File: src/rtl/rx_buffer_read_scheduler.sv
// Rx packet ring consumer: reads each committed packet's header, issues bounded DMA
// read chunks, then releases the buffer space through a hold-stable extended read pointer.
module rx_buffer_read_scheduler #(
   parameter int AW       = 9,
   parameter int MAX_QW   = 16,
   parameter int HOLD_CYC = 4
) (
   input  logic          clk,
   input  logic          reset_n,
   input  logic          enable,
   input  logic [AW:0]   wr_commit_addr,
   output logic          mem_rd_en,
   output logic [AW-1:0] mem_rd_addr,
   input  logic [63:0]   mem_rd_data,
   output logic          req,
   output logic [AW-1:0] req_addr,
   output logic [7:0]    req_qwords,
   output logic          req_last,
   output logic [31:0]   req_bytes,
   input  logic          req_ack,
   input  logic          chunk_done,
   output logic [AW:0]   rd_addr_extended,
   output logic          rd_addr_change,
   output logic [31:0]   pkt_count,
   output logic          hdr_err,
   output logic          busy
);

   localparam int              AW1        = AW + 1;
   localparam int              TW         = $clog2(2 * HOLD_CYC + 1);
   localparam logic [TW-1:0]   HOLD_T     = TW'(HOLD_CYC);
   localparam logic [TW-1:0]   RELOAD_T   = TW'(2 * HOLD_CYC);
   localparam logic [29:0]     QW_LIMIT   = 30'((1 << AW) - 2);
   localparam logic [AW:0]     RING_WORDS = AW1'(1 << AW);
   localparam logic [7:0]      MAX_LEN    = 8'(MAX_QW);

   typedef enum logic [2:0] {
      IDLE,
      HDR_WAIT,
      REQ,
      DRAIN,
      COMMIT
   } state_t;

   state_t          state;
   state_t          state_next;

   logic [AW:0]     wc_s0;
   logic [AW:0]     wc_s1;
   logic [AW:0]     wc_sync;
   logic [AW:0]     rd_ptr;
   logic [AW:0]     cur;
   logic [AW-1:0]   rem;
   logic [AW:0]     next_ptr;
   logic [31:0]     pkt_bytes;
   logic            pkt_flush;
   logic [AW:0]     outstanding;
   logic [TW-1:0]   hold_timer;

   logic            empty;
   logic [29:0]     hdr_qw;
   logic            hdr_oversize;
   logic            hdr_zero;
   logic [AW:0]     room;
   logic [7:0]      chunk_len;
   logic            chunk_last;
   logic            out_inc;
   logic            out_dec;
   logic            commit_fire;

   assign empty        = (wc_sync == rd_ptr);
   assign hdr_qw       = 30'(({1'b0, mem_rd_data[63:32]} + 33'd7) >> 3);
   assign hdr_oversize = (hdr_qw > QW_LIMIT);
   assign hdr_zero     = (hdr_qw == 30'd0);
   assign out_inc      = (state == REQ) && req_ack;
   assign out_dec      = chunk_done && (outstanding != '0);
   assign commit_fire  = (state == COMMIT) && (hold_timer == '0);

   // Chunk length is the smallest of what is left, the DMA limit and the room before the ring end.
   always_comb begin
      room      = RING_WORDS - {1'b0, cur[AW-1:0]};
      chunk_len = MAX_LEN;
      if (32'(rem) < 32'(chunk_len)) begin
         chunk_len = 8'(rem);
      end
      if (32'(room) < 32'(chunk_len)) begin
         chunk_len = 8'(room);
      end
      chunk_last = (32'(chunk_len) == 32'(rem));
   end

   always_ff @(posedge clk or negedge reset_n) begin
      if (!reset_n) begin
         state <= IDLE;
      end else begin
         state <= state_next;
      end
   end

   always_comb begin
      state_next = state;
      case (state)
         IDLE: begin
            if (enable && !empty) begin
               state_next = HDR_WAIT;
            end
         end
         HDR_WAIT: begin
            if (hdr_oversize || hdr_zero) begin
               state_next = COMMIT;
            end else begin
               state_next = REQ;
            end
         end
         REQ: begin
            if (req_ack && chunk_last) begin
               state_next = DRAIN;
            end
         end
         DRAIN: begin
            if (outstanding == '0) begin
               state_next = COMMIT;
            end
         end
         COMMIT: begin
            if (hold_timer == '0) begin
               state_next = IDLE;
            end
         end
         default: state_next = IDLE;
      endcase
   end

   always_comb begin
      mem_rd_en      = 1'b0;
      mem_rd_addr    = '0;
      req            = 1'b0;
      req_addr       = '0;
      req_qwords     = '0;
      req_last       = 1'b0;
      req_bytes      = '0;
      busy           = (state != IDLE);
      rd_addr_change = (hold_timer > HOLD_T);
      case (state)
         IDLE: begin
            if (enable && !empty) begin
               mem_rd_en   = 1'b1;
               mem_rd_addr = rd_ptr[AW-1:0];
            end
         end
         REQ: begin
            req        = 1'b1;
            req_addr   = cur[AW-1:0];
            req_qwords = chunk_len;
            req_last   = chunk_last;
            req_bytes  = pkt_bytes;
         end
         default: begin
         end
      endcase
   end

   // The commit address crosses clock domains; only a value seen on two consecutive samples is trusted.
   always_ff @(posedge clk or negedge reset_n) begin
      if (!reset_n) begin
         wc_s0   <= '0;
         wc_s1   <= '0;
         wc_sync <= '0;
      end else begin
         wc_s0 <= wr_commit_addr;
         wc_s1 <= wc_s0;
         if (wc_s1 == wc_s0) begin
            wc_sync <= wc_s1;
         end
      end
   end

   always_ff @(posedge clk or negedge reset_n) begin
      if (!reset_n) begin
         outstanding <= '0;
      end else if (out_inc && !out_dec) begin
         outstanding <= outstanding + AW1'(1);
      end else if (!out_inc && out_dec) begin
         outstanding <= outstanding - AW1'(1);
      end
   end

   // The released pointer may only move once the previous strobe high/low window has expired.
   always_ff @(posedge clk or negedge reset_n) begin
      if (!reset_n) begin
         hold_timer <= '0;
      end else if (commit_fire) begin
         hold_timer <= RELOAD_T;
      end else if (hold_timer != '0) begin
         hold_timer <= hold_timer - TW'(1);
      end
   end

   always_ff @(posedge clk or negedge reset_n) begin
      if (!reset_n) begin
         rd_ptr           <= '0;
         cur              <= '0;
         rem              <= '0;
         next_ptr         <= '0;
         pkt_bytes        <= '0;
         pkt_flush        <= 1'b0;
         rd_addr_extended <= '0;
         pkt_count        <= '0;
         hdr_err          <= 1'b0;
      end else begin
         case (state)
            HDR_WAIT: begin
               pkt_bytes <= mem_rd_data[63:32];
               if (hdr_oversize) begin
                  hdr_err   <= 1'b1;
                  rd_ptr    <= wc_sync;
                  next_ptr  <= wc_sync;
                  pkt_flush <= 1'b1;
               end else if (hdr_zero) begin
                  next_ptr  <= rd_ptr + AW1'(1);
                  pkt_flush <= 1'b0;
               end else begin
                  cur       <= rd_ptr + AW1'(1);
                  rem       <= hdr_qw[AW-1:0];
                  next_ptr  <= rd_ptr + AW1'(1) + hdr_qw[AW:0];
                  pkt_flush <= 1'b0;
               end
            end
            REQ: begin
               if (req_ack) begin
                  cur <= cur + AW1'(chunk_len);
                  rem <= rem - AW'(chunk_len);
               end
            end
            COMMIT: begin
               if (hold_timer == '0) begin
                  rd_addr_extended <= next_ptr;
                  rd_ptr           <= next_ptr;
                  if (!pkt_flush) begin
                     pkt_count <= pkt_count + 32'd1;
                  end
               end
            end
            default: begin
            end
         endcase
      end
   end

endmodule

File: config.mk
export PLATFORM = sky130hd
export DESIGN_NAME = rx_buffer_read_scheduler
export DESIGN_NICKNAME = d
export VERILOG_FILES = /design/src/rtl/rx_buffer_read_scheduler.sv
export SDC_FILE = /design/constraint.sdc
export NUM_CORES = 1
export LEC_CHECK = 0
export CORE_MARGIN = 3
export CORE_UTILIZATION = 45
export DETAILED_ROUTE_END_ITERATION = 10
export PLACE_DENSITY = 0.71
export SYNTH_ARGS = -nofsm -noshare
export SYNTH_HDL_FRONTEND = slang
export SYNTH_SLANG_ARGS = --single-unit
File: constraint.sdc
create_clock -name clk -period 5.3 [get_ports clk]
set_input_delay 0.53 -clock clk [delete_from_list [all_inputs] [get_ports clk]]
set_output_delay 0.53 -clock clk [all_outputs]
set_load 0.1 [all_outputs]
## Word-level counts from Yosys, hierarchy flattened

Index checks and enable logic that the tools add are counted.

- Bits in registers: 162
- Bits of input ports: 79
- Output and inout port bits: 106
- Logic and storage cells: 108

- Equal/unequal tests: 15
- Bitwise logic cells: 1
- $lt $le $gt $ge: 4
- $add $sub $neg: 10
- Reduce and logical (&&, ||, !) cells: 28
- Muxes and demuxes: 35

Operator list:

| cell | number |
|---|---|
| 2-to-1 mux 10 bit | 9 |
| 2-to-1 mux 9 bit | 6 |
| case mux 10 bit (2 select lines) | 2 |
| adder 32 x 3 -> 33 bit, second input constant | 1 |
| adder 32 x 1 -> 32 bit, second input constant | 1 |
| 2-to-1 mux 32 bit | 1 |
| > comparator 30 x 9 -> 1 bit, second input constant | 1 |
| zero test 30 bit | 1 |
| 2-to-1 mux 8 bit | 3 |
| adder 10 x 1 -> 10 bit, second input constant | 2 |
| == test 10 bit | 2 |
| case mux 9 bit (2 select lines) | 1 |
| 2-to-1 mux 3 bit | 5 |
| case mux 3 bit (5 select lines) | 1 |
| != test 2 bit, second input constant | 6 |
| adder 10 bit | 1 |
| adder 10 x 8 -> 10 bit | 1 |
| zero test 10 bit | 1 |
| less-than comparator 10 x 8 -> 1 bit | 1 |
| nonzero test 10 bit | 1 |
| subtractor 10 x 1 -> 10 bit, second input constant | 1 |
| subtractor 10 x 9 -> 10 bit, first input constant | 1 |
| == test 8 x 9 -> 1 bit | 1 |
| less-than comparator 9 x 5 -> 1 bit, second input constant | 1 |
| other kinds (21) | 42 |

## Logic depth before layout (Yosys ltp)

Gate-level depths: netlist of run 1.

- Word-level depth: 8
- Mapped depth: 21
- Gate-level depth less buffers: 21

## Least setup slack after synthesis of run 1

Ideal clock, no wire load.

- Path type: register to output
- Start: reg rem[7]
- End: out req_last
- Path buffers: 0
- Cell stages (with the launch flop): 17
- Slack: 249 ps
- Arrival time: 4521 ps
- Data required time: 4770 ps
- Cell sequence: dfrtp_1 or4_1 nor2_1 nand2_1 ha_1 o41a_1 o21ai_0 a21oi_1 o311ai_2 nand3_1 nor2b_1 inv_1 ha_1 nand4_1 nor2_1 nand2_1 nor2_1

- Word-level cells in the longest chain between the ends: 6

RTL lines:

| element | line | source |
|---|---|---|
| start, declared | 53 | `logic [AW-1:0] rem;` |
| start signal, assigned | 224 | `rem <= hdr_qw[AW-1:0];` |
| start signal, assigned | 232 | `rem <= rem - AW'(chunk_len);` |
| less-than comparator 9 x 5 -> 1 bit | 83 | `if (32'(rem) < 32'(chunk_len)) begin` |
| 2-to-1 mux 8 bit | 83 |  |
| less-than comparator 10 x 8 -> 1 bit | 86 | `if (32'(room) < 32'(chunk_len)) begin` |
| 2-to-1 mux 8 bit | 86 |  |
| == test 8 x 9 -> 1 bit * | 89 | `chunk_last = (32'(chunk_len) == 32'(rem));` |
| 2-to-1 mux 1 bit * | 144 | `case (state)` |
| end, declared | 18 | `output logic req_last,` |

Mark *: on every way between the ends. The rest lies on a longest branch, timed or not.

## Final worst setup path of run 1

Same ends and word-level chain as after synthesis.

==> run summary, run 1 <==
The flow ran to the end, and the final reports show no timing, DRC or antenna violations. Setup violations remaining at the end of the flow were counted as 0. The initial core utilization came out at 46.1%.

The worst reg-to-reg setup slack is 430 ps. The die area is 0.0236 mm². The time the final worst path needs with I/O delays and setup came out at 4990 ps. The power per unit of standard cell area came out at 375 mW/mm². Setup repair after global routing left no endpoint under its margin. The number of hold buffers added after CTS was 0. The routed via count came out at 8193.

The arrival time of data at the critical path endpoint is 4460 ps. After the first detailed-routing iteration, the DRC count stood at 718. The setup skew after layout is 10.8 ps.

After global routing the overflow that remains totals 0. The net total in the final layout came out at 1323. The final weighted congestion in routability-driven placement came out at 0.915.

The max-capacitance violation count is 0. The cell row count came out at 53. The first-pass detailed-route iteration total is 5. The data required time at the worst endpoint came out at 4770 ps. Synthesis handed over a netlist of 1048 instances. The placeable core region came out at 0.0212 mm². The number of port buffers came out at 152. The static leakage is 5.63 nW.

The Yosys step of the flow raised 0 warnings. In this run the tightest slew margin relative to its limit is 25.1%. The clock slew seen by the registers of the worst setup and hold paths came out at 70 ps. The routed wire length per instance came out at 17.3 µm.

Post-CTS timing repair inserted 0 buffers for setup. The number of synthesized flops with an enable pin is 0. The CTS tree is done. The HPWL reported at the end of detailed placement came out at 18800 µm. The setup TNS is 0 ps.

Entering global routing, the biggest net connects 71 pins. The number of global-route vias before repair came out at 8249. The total global-route track usage is 22.1%.

The number of synthesized register bits is 161. The count of nets left with antenna violations after detail routing is 0. The DRC violations left is 0.

In the synthesized netlist the dominant register cell turns out to be sky130_fd_sc_hd__dfrtp_1. Pin placement for this block handled 185 I/O pins. The via density per instance came out at 5.53. The final-report max-slew violation count is 0.

Of all nets on the critical path, the largest fanout is 5. The share of the yosys chip area belonging to registers came out at 41.2%. The worst setup path is launched from a flip-flop. The worst setup path is captured at a primary output.

The die width is 153 µm. The total inserted antenna cells is 0. The count of clock tree sinks came out at 161. IR analysis of the VDD net gives a maximum drop of 308 µV.

The post-placement setup slack is 475 ps. The count of cells resized by post-cts repair came out at 0. The mapped netlist covers 0.00979 mm². Clock latency on the worst-skew pair, taken at its later pin, is 440 ps. The root buffer cell chosen for the clock tree is sky130_fd_sc_hd__clkbuf_16. The number of H-tree levels came out at 4. The share of flip-flops with an asynchronous set or reset after synthesis came out at 100%. The floorplan step set the die height to 153 µm. In the finished design, the share of the clock period the worst path needs comes to 94.2%. The average footprint of a synthesized cell came out at 9.34 µm². The final hold slack is 99.3 ps. By startpoint and endpoint, the worst setup path is classified as reg -> out. After synthesis, the netlist uses 78 different library cells. The worst-case clock buffer depth is 2.

The initial antenna violation count was 0. The relative area change from synthesis to final layout came out at 24.6%. The final worst setup slack is 306 ps.

The fmax came out at 200 MHz. The fraction of final layout cells sized beyond drive strength 1 came out at 10.9%. The first-pass GRT wire length is 42600 µm.

At the pin with the least slew margin, the transition time is 1110 ps. The worst min-delay path class is in -> async. Counting the buffers created by CTS gives 17. The final hold violation count came out at 0. The total detailed-routing wirelength is 25700 µm.
[cells in the final DEF, fill, tap and decap left out, types with 11 or more instances in the layout]
cell type and instances:
sky130_fd_sc_hd__nand2_1 166, sky130_fd_sc_hd__dfrtp_1 161, sky130_fd_sc_hd__clkdlybuf4s50_1 141, sky130_fd_sc_hd__xnor2_1 71, sky130_fd_sc_hd__nor2_1 66, sky130_fd_sc_hd__mux2_2 51, sky130_fd_sc_hd__inv_1 48, sky130_fd_sc_hd__o21ai_0 47
sky130_fd_sc_hd__and3_1 46, sky130_fd_sc_hd__ha_1 45, sky130_fd_sc_hd__a21oi_1 40, sky130_fd_sc_hd__xor2_1 32, sky130_fd_sc_hd__nand3_1 30, sky130_fd_sc_hd__nand4_1 22, sky130_fd_sc_hd__buf_4 20, sky130_fd_sc_hd__clkbuf_16 17
sky130_fd_sc_hd__nor3_1 16, sky130_fd_sc_hd__a31oi_1 14, sky130_fd_sc_hd__and2_1 13, sky130_fd_sc_hd__mux2i_1 11
[Yosys cell counts (5+ instances only)]
library cell | number | area, µm²
sky130_fd_sc_hd__ha_1 | 46 | 576
sky130_fd_sc_hd__nand3_1 | 30 | 150
sky130_fd_sc_hd__a221oi_1 | 8 | 70.1
sky130_fd_sc_hd__nor3b_1 | 5 | 37.5
sky130_fd_sc_hd__nor2_1 | 68 | 255
sky130_fd_sc_hd__nand4_1 | 22 | 138
sky130_fd_sc_hd__o21ai_0 | 47 | 235
sky130_fd_sc_hd__and3_1 | 46 | 288
sky130_fd_sc_hd__xor2_1 | 32 | 280
sky130_fd_sc_hd__or3_1 | 8 | 50.1
sky130_fd_sc_hd__and4_1 | 6 | 52.6
sky130_fd_sc_hd__xnor2_1 | 71 | 622
sky130_fd_sc_hd__inv_1 | 48 | 180
sky130_fd_sc_hd__and2_1 | 13 | 81.3
sky130_fd_sc_hd__clkbuf_1 | 27 | 101
sky130_fd_sc_hd__mux2i_1 | 11 | 110
sky130_fd_sc_hd__nor3_1 | 17 | 85.1
sky130_fd_sc_hd__a21oi_1 | 40 | 200
sky130_fd_sc_hd__a21o_1 | 6 | 45.0
sky130_fd_sc_hd__nand2_1 | 166 | 623
sky130_fd_sc_hd__a31oi_1 | 14 | 87.6
sky130_fd_sc_hd__nor2b_1 | 6 | 37.5
sky130_fd_sc_hd__dfrtp_1 | 161 | 4030
sky130_fd_sc_hd__mux2_2 | 51 | 574
sky130_fd_sc_hd__nor4_1 | 10 | 62.6
[power by group]
| group | internal, mW | total (mW) | leakage, nW | switching (mW) |
|---|---|---|---|---|
| clock network | 0.723 | 1.27 | 0.298 | 0.550 |
| logic | 0.565 | 1.62 | 3.27 | 1.05 |
| registers | 1.48 | 1.68 | 2.07 | 0.202 |
| total | 2.77 | 4.57 | 5.63 | 1.80 |
[through the flow]
step	total power, mW	instances	instance area [µm²]	utilization, %
detailed placement	3.32	1450	11600	54.6
global route	4.84	1482	12200	57.5
global placement	3.27	1450	11600	54.6
floorplan	2.86	1050	9790	-
finish	4.57	1482	12200	57.5
CTS	4.61	1482	12200	57.4
[critical path: stages, from the launching register on]
cell and delay (ps):
sky130_fd_sc_hd__dfrtp_1 400, sky130_fd_sc_hd__or4_1 580, sky130_fd_sc_hd__nor2_1 150, sky130_fd_sc_hd__nand2_1 90, sky130_fd_sc_hd__ha_1 280, sky130_fd_sc_hd__o41a_1 110
sky130_fd_sc_hd__o21ai_0 190, sky130_fd_sc_hd__a21oi_1 110, sky130_fd_sc_hd__o311ai_2 290, sky130_fd_sc_hd__buf_4 190, sky130_fd_sc_hd__and2_1 210, sky130_fd_sc_hd__nand3_1 250
sky130_fd_sc_hd__ha_4 380, sky130_fd_sc_hd__nand4_1 130, sky130_fd_sc_hd__nor2_1 130, sky130_fd_sc_hd__nand2_1 140, sky130_fd_sc_hd__nor2_2 180, sky130_fd_sc_hd__buf_12 190
[worst paths after layout]
path | start | endpoint | cells after the start
setup / recovery | rem[7]$_DFFE_PN0P_ | req_last | 17
hold / removal | reset_n | pkt_bytes[26]$_DFFE_PN0P_ | 1
setup reg to reg | rem[7]$_DFFE_PN0P_ | cur[7]$_DFFE_PN0P_ | 21
hold reg to reg | wc_s0[6]$_DFF_PN0_ | wc_s1[6]$_DFF_PN0_ | 0
max in group asynchronous | reset_n | wc_sync[1]$_DFFE_PN0N_ | 2
min in group clk | wc_s0[6]$_DFF_PN0_ | wc_s1[6]$_DFF_PN0_ | 0
[cell type report]
class	instances	area, µm²
fillers	1892	9020
multi-input cells	803	5450
flip-flops and latches	161	4030
repair buffers	163	1590
clock buffers	18	439
well taps	275	344
inverters	48	180
clock inverters	14	164
[cells by family after synthesis]
family / share of synthesized area (%)
other cells: 0.0383
buf+inv: 3.54
fa+ha+maj: 6.70
compound gates: 10.8
mux: 7.15
flops: 41.2
simple gates: 21.4
xor+xnor: 9.22
[layer usage]
layer / wire, µm / up-vias / share of wire [%] / GRT usage [%]
li1: - / 3965 / - / -
met1: 11700 / 3986 / 46 / 30.8
met2: 12200 / 208 / 48 / 35.2
met3: 1330 / 34 / 5.2 / 4.70
met4: 422 / 0 / 1.6 / 6.14
met5: 0 / - / 0 / 0
[state kept, by name (all words and copies together) (netlist names), 10 cells and up]
name	flops
rd_ptr	10
rd_addr_extended	10
pkt_bytes	32
wc_s0	10
pkt_count	32
next_ptr	10
outstanding	10
wc_sync	10
wc_s1	10
No activity file was read; power rests on OpenSTA's default activity.
==> run 2: changes to the inputs <==
--- a/config.mk
+++ b/config.mk
@@ -6,9 +6,9 @@
 export NUM_CORES = 1
 export LEC_CHECK = 0
 export CORE_MARGIN = 3
-export CORE_UTILIZATION = 45
+export CORE_UTILIZATION = 53
 export DETAILED_ROUTE_END_ITERATION = 10
-export PLACE_DENSITY = 0.71
+export PLACE_DENSITY = 0.82
 export SYNTH_ARGS = -nofsm -noshare
 export SYNTH_HDL_FRONTEND = slang
 export SYNTH_SLANG_ARGS = --single-unit
==> run 2 against run 1 <==
Worst hold slack better by 130 ps. Clock skew up 7.9 ps. Critical endpoint unchanged. Global-route usage up 3.0 points. First-iteration DRC count up 0.14%. Combinational power about the same. Clock power down 8%. Die area down 15%. Non-clock buffer count down 1. Register-to-register slack worse by 100 ps. Critical path type unchanged.
==> run summary, run 2 (synthesis gave the netlist of run 1 again) <==
The run finished with clean final reports. The largest registers in the layout are pkt_bytes: 32 flops, pkt_count: 32 flops. In this run the worst hold path is classified as in -> async.

Entering global routing, the biggest net connects 103 pins. The clock network latency to the later pin of the worst-skew pair came out at 430 ps. The slowest stage of the critical path belongs to the cell sky130_fd_sc_hd__or4_1. The completed layout was analyzed and its total power is 4.48 mW. The worst-case clock buffer depth is 2. Summed over all nets, the switching power comes to 1.78 mW. The first TritonRoute pass finished after 5 iterations. Power spread over the standard cell area amounts to 371 mW/mm². The worst reg-to-reg setup slack came out at 330 ps.

In this run the worst path has a maximum fanout of 6. The total CTS buffers came out at 17. The worst-margin pin slew came out at 1110 ps. In this run the count of I/O pins placed on the die edge is 185. Once the clock tree was built, the setup fixing pass inserted 0 buffers. In this run, the number of DRC markers left after iteration 0 of detailed routing was 719. The layout has 1410 filler cells.

The path type of the worst setup path is reg -> out. The data required time at the worst endpoint is 4770 ps. STA classifies the critical path endpoint as a primary output. The vertical die dimension came out at 142 µm. Port buffering added 152 buffers.

The number of global-route vias before repair came out at 8137. Leaving out fill and tap cells, the most frequent cells in the layout are sky130_fd_sc_hd__nand2_1 (166), sky130_fd_sc_hd__dfrtp_1 (161), sky130_fd_sc_hd__clkdlybuf4s50_1 (141), sky130_fd_sc_hd__xnor2_1 (71), sky130_fd_sc_hd__nor2_1 (67). The number of cells in the design after placement is 1403. After clock tree synthesis, the clock-pin slew on the worst setup and hold paths is 70 ps. The die width came out at 142 µm. For this design the static power due to leakage is 5.59 nW. The initial core utilization is 54.3%. The launching point of the worst reg2reg path is rem[7]$_DFFE_PN0P_.

The final weighted congestion in routability-driven placement came out at 0.909. In this run the clock root is driven by a sky130_fd_sc_hd__clkbuf_16. The worst reg2reg path endpoint is cur[8]$_DFFE_PN0P_. The relative area change from synthesis to final layout came out at 23.2%. In the final timing run, aggregate negative setup slack is 0 ps.

The time the final worst path needs with I/O delays and setup is 5080 ps. The first-pass GRT wire length came out at 41200 µm. The depth of the most critical reg-to-reg path is 21. The count of cells resized by post-cts repair is 0. The total detailed-routing wirelength came out at 25100 µm.

Based on the critical path, the design can be clocked at up to 197 MHz. The library cell used most frequently in the layout, excluding fill and tap cells, is sky130_fd_sc_hd__nand2_1. The peak per-stage delay on the critical path came out at 590 ps. The count of clock tree sinks is 161. In this run the tightest slew margin relative to its limit is 25.1%. Detailed routing inserted a total of 8293 vias. Setup repair after global routing left no endpoint under its margin. The placeable core region came out at 0.0180 mm². The die area is 0.0201 mm². The sequential power share came out at 37.6%.

The fraction of final layout cells sized beyond drive strength 1 came out at 10.3%. Combinational logic is responsible for 36.3% of the overall power. The routed wire length per instance is 17.5 µm. The count of nets left with antenna violations after detail routing came out at 0. The number of H-tree levels came out at 4. The internal power component is 2.70 mW. The final-report max-slew violation count is 0.

The maximum vdd drop is 354 µV. By instance count, the cell type seen most on the critical path is sky130_fd_sc_hd__nor2_1. The share of power burned in the clock network is 26.1%. The residual overflow from global routing is 0. The total inserted antenna cells came out at 0. The switching power as a share of total power is 39.8%.

The max-capacitance violation count came out at 0. The final setup violation count is 0. TritonCTS built the clock tree. The setup skew after layout is 18.7 ps.

After layout, the worst path uses 95.8% of the clock period. The arrival time of data at the critical path endpoint came out at 4550 ps. After detailed routing, the number of remaining DRC violations is 0. The initial antenna violation count was 0. The critical path starts at rem[7]$_DFFE_PN0P_. Across every metal layer, demand over resource in global routing totals 25.1%. STA classifies the critical path startpoint as a flip-flop. The cell row count came out at 49. The net total in the final layout came out at 1322.

The HPWL after detailed placement is 18000 µm. Leaving out filler cells and counting taps, the final layout contains 1433. The count of buffer and inverter cells on the critical path came out at 2. The count of hold buffers inserted by post-cts repair came out at 0.

Walking the worst path, the cells encountered are or4_1 > nor2_1 > nand2_1 > ha_1 > o41a_1 > o21ai_0 > a21oi_1 > o311ai_4 > nand3_1 > nor2b_1 > inv_1 > ha_1 > nand4_1 > nor2_1 > nand2_1 > nor2_1 > buf_12. The via density per instance came out at 5.79. The final hold violation count came out at 0.

The critical path's top delay family is simple AND/OR/NAND/NOR gates.
==> run 2: final cells by class <==
type                       instances  area [µm²]  area share [%]
tap                              229         287            2.38
sequential                       161        4030            33.4
timing repair buffer             162        1590            13.1
clock buffer                      19         433            3.59
inverter                          48         180            1.49
multi-input combinational        803        5440            45.1
clock inverter                    11         108           0.892
==> run 2: worst max-delay path by stage <==
stage,end,slack [ps],cells past startpoint
5_1_grt,req_last,50,17
6_report,req_last,220,17
3_5_place_dp,cur[8]$_DFFE_PN0P_,440,21
4_1_cts,req_last,250,17
3_3_place_gp,cur[8]$_DFFE_PN0P_,530,21
2_1_floorplan,req_last,250,16
==> run 2: per-layer routing <==
layer / wire [µm] / track usage (%) / vias to the layer above
met3: 1600 / 5.16 / 23
met5: 0 / 0 / -
met2: 12100 / 41.0 / 278
met4: 266 / 5.96 / 0
met1: 11100 / 34.7 / 4038
li1: - / - / 3954
==> run 2: power by group through the flow <==
stage | Sequential, mW | Combinational, mW | Clock [mW]
3_3_place_gp | 1.69 | 1.56 | 0
6_report | 1.69 | 1.62 | 1.17
3_5_place_dp | 1.70 | 1.61 | 0
4_1_cts | 1.68 | 1.62 | 1.18
2_1_floorplan | 1.89 | 0.966 | 0
5_1_grt | 1.72 | 1.77 | 1.24
==> run 2: per-stage QoR <==
stage          area (µm²)  hold slack [ps]  util [%]  setup slack (ps)
2_1_floorplan        9790              234         -               249
4_1_cts             12000              266      66.8               251
3_3_place_gp        11500              381      63.8               528
5_1_grt             12100              288      66.9              47.0
3_5_place_dp        11500              383      63.8               436
6_report            12100              227      66.9               220
==> run 3: changes to the inputs <==
--- a/config.mk
+++ b/config.mk
@@ -5,7 +5,6 @@
 export SDC_FILE = /design/constraint.sdc
 export NUM_CORES = 1
 export LEC_CHECK = 0
-export CORE_MARGIN = 3
 export CORE_UTILIZATION = 53
 export DETAILED_ROUTE_END_ITERATION = 10
 export PLACE_DENSITY = 0.82
==> run 3 against run 2 <==
Routed wire length is 0.37% higher. Critical endpoint unchanged. Power rose by 0.88%. Sequential cell count unchanged. Largest power group unchanged. Register-to-register slack better by 110 ps.
==> run summary, run 3 (synthesis gave the netlist of run 1 again) <==
The net total in the final layout came out at 1322. The internal power component came out at 2.73 mW. The combinational fraction of design power came out at 35.8%. The initial utilization of the core area, before any placement, comes to 54.3%.

The count of hold buffers inserted by post-cts repair came out at 0. The most common cell after layout, fill and taps aside is sky130_fd_sc_hd__nand2_1. The sequential power share is 37.4%. The data required time at the worst endpoint is 4770 ps. In this run the worst setup path begins at rem[7]$_DFFE_PN0P_.

By instance count, the cell type seen most on the critical path is sky130_fd_sc_hd__nor2_1. The relative area change from synthesis to final layout is 23.7%. In the final routed layout, each cell accounts on average for 17.6 µm. The share of power burned in the clock network is 26.8%. The die area is 0.0190 mm². The time the final worst path needs with I/O delays and setup is 5050 ps.

The worst register-to-register path begins at rem[7]$_DFFE_PN0P_. The final critical-path share of the clock period came out at 95.3%. The vertical die dimension is 138 µm. The worst-case clock buffer depth came out at 2. The worst min-delay path class is in -> async. The clock net in this run drives a total of 161 sinks. The first-pass detailed-route iteration total came out at 5.

The die width is 138 µm. The routed design has 25200 µm of wire. Setup slack closes at 251 ps.

The run finished with clean final reports. The setup TNS is 0 ps. The routed via count is 8408. Cells with a size suffix above 1 make up 10.9% of the layout. The initialized floorplan defines 49 standard-cell rows. The worst register-to-register path has a setup slack of 440 ps. The count of nets left with antenna violations once routing finished came out at 0. IR analysis of the VDD net gives a maximum drop of 407 µV.

The critical path's top delay family is simple AND/OR/NAND/NOR gates. The cell area after placement is 0.0115 mm². In this run the worst path has a maximum fanout of 6. The final weighted congestion in routability-driven placement is 0.919. The first-pass GRT wire length came out at 40300 µm. The static leakage is 5.61 nW.

The switching power as a share of total power is 39.6%. The number of setup buffers added after CTS came out at 0. 0 antenna diodes ended up in the layout.

The number of port buffers came out at 152. Hold is met by 256 ps. The overall power came out at 4.52 mW. The CTS tree is done. The max-capacitance violation count is 0.

The HPWL reported at the end of detailed placement is 18000 µm. The signal on the critical path passes through or4_1 > nor2_1 > nand2_1 > ha_1 > o41a_1 > o21ai_0 > a21oi_1 > o311ai_4 > and2_2 > nand3_1 > ha_1 > nand4_1 > nor2_1 > nand2_1 > nor2_1 > buf_12. The remaining max-slew budget at the tightest pin came out at 23.0%. With fillers left out, the area of the finished cells amounts to 0.0121 mm². The path type of the worst setup path is reg -> out.

The arrival time of data at the critical path endpoint is 4520 ps. The pin count of the biggest net entering global routing came out at 122. The worst-margin pin slew is 1150 ps. The depth of the most critical reg-to-reg path came out at 21. Leaving out fill and tap cells, the most frequent cells in the layout are sky130_fd_sc_hd__nand2_1 (166), sky130_fd_sc_hd__dfrtp_1 (161), sky130_fd_sc_hd__clkdlybuf4s50_1 (141), sky130_fd_sc_hd__xnor2_1 (71), sky130_fd_sc_hd__nor2_1 (67).

The largest registers in the layout are pkt_bytes: 32 flops, pkt_count: 32 flops. The number of standard cells in the layout, taps in and fillers out is 1434. The clock network latency to the later pin of the worst-skew pair is 440 ps.

Clock-pin slew was measured on the worst setup and hold paths at 60 ps. For this design the ratio of total power to cell area is 373 mW/mm². Global routing used 27.4% of the available tracks across all layers.

Setup violations remaining at the end of the flow were counted as 0. The count of buffer and inverter cells on the critical path is 1. The peak per-stage delay on the critical path is 580 ps. The setup skew after layout came out at 10.3 ps. In this run the clock root is driven by a sky130_fd_sc_hd__clkbuf_16.

The initial DRC count is 843. The placeable core region came out at 0.0180 mm². The total CTS buffers came out at 17.

The number of global-route vias before repair is 7991. Based on the critical path, the design can be clocked at up to 198 MHz. On the critical path, the stage with the largest delay is an instance of sky130_fd_sc_hd__or4_1. The final hold violation count is 0. The initial antenna violation count was 0. The worst setup path is launched from a flip-flop.

The worst reg2reg path endpoint is cur[8]$_DFFE_PN0P_. The analysis attributes to net switching a power of 1.79 mW. The H-tree generated during clock tree synthesis spans 4 levels. The final-report max-slew violation count was 0. The sort of element at the end of the critical path is a primary output. The DRC violations left came out at 0. The total overflow left after global routing is 0.

In this run, placement finished with an instance count of 1403. At the placement stage, the worst setup path has a slack of 478 ps. The count of pins on the block boundary came out at 185. The core utilization of the finished layout is 67.2%. Dividing the detail-routed via count by the number of cells gives 5.86.
run 3: cell types whose count changed in the layout (fill, tap and decap cells not counted), moves of 2 or more:
| cell | delta |
|---|---|
| sky130_fd_sc_hd__clkbuf_1 | -2 |
| sky130_fd_sc_hd__clkbuf_8 | +2 |
| sky130_fd_sc_hd__clkinv_2 | -2 |
| sky130_fd_sc_hd__inv_6 | +3 |
run 3: worst max path at each step:
stage | end | depth (start not counted)
6_report | req_last | 16
2_1_floorplan | req_last | 16
3_5_place_dp | cur[8]$_DFFE_PN0P_ | 21
3_3_place_gp | cur[8]$_DFFE_PN0P_ | 21
5_1_grt | req_last | 16
4_1_cts | req_last | 17
run 3: final cells by class:
type,count,area [µm²]
fillers,1441,5920
clock inverters,12,120
flip-flops and latches,161,4030
inverters,48,180
repair buffers,162,1590
well taps,229,287
multi-input cells,803,5450
clock buffers,19,453
run 3: routing by layer:
metal | GRT usage [%] | up-vias | share of wire, %
met3 | 5.48 | 52 | 6.0
met5 | 0 | - | 0
met4 | 10.1 | 0 | 2.4
li1 | - | 3960 | -
met2 | 43.9 | 282 | 48
met1 | 36.6 | 4114 | 43
run 3: power groups by stage:
stage	sequential (mW)	clock [mW]	combinational, mW
floorplan	1.89	0	0.966
global placement	1.69	0	1.56
detailed placement	1.70	0	1.60
CTS	1.69	1.23	1.61
global route	1.72	1.28	1.75
finish	1.69	1.21	1.62
run 3: what timing repair did:
item                                   CTS  global route
endpoints found under the hold margin    0             0
gates resized for setup                  0             4
setup endpoints to repair                0             1
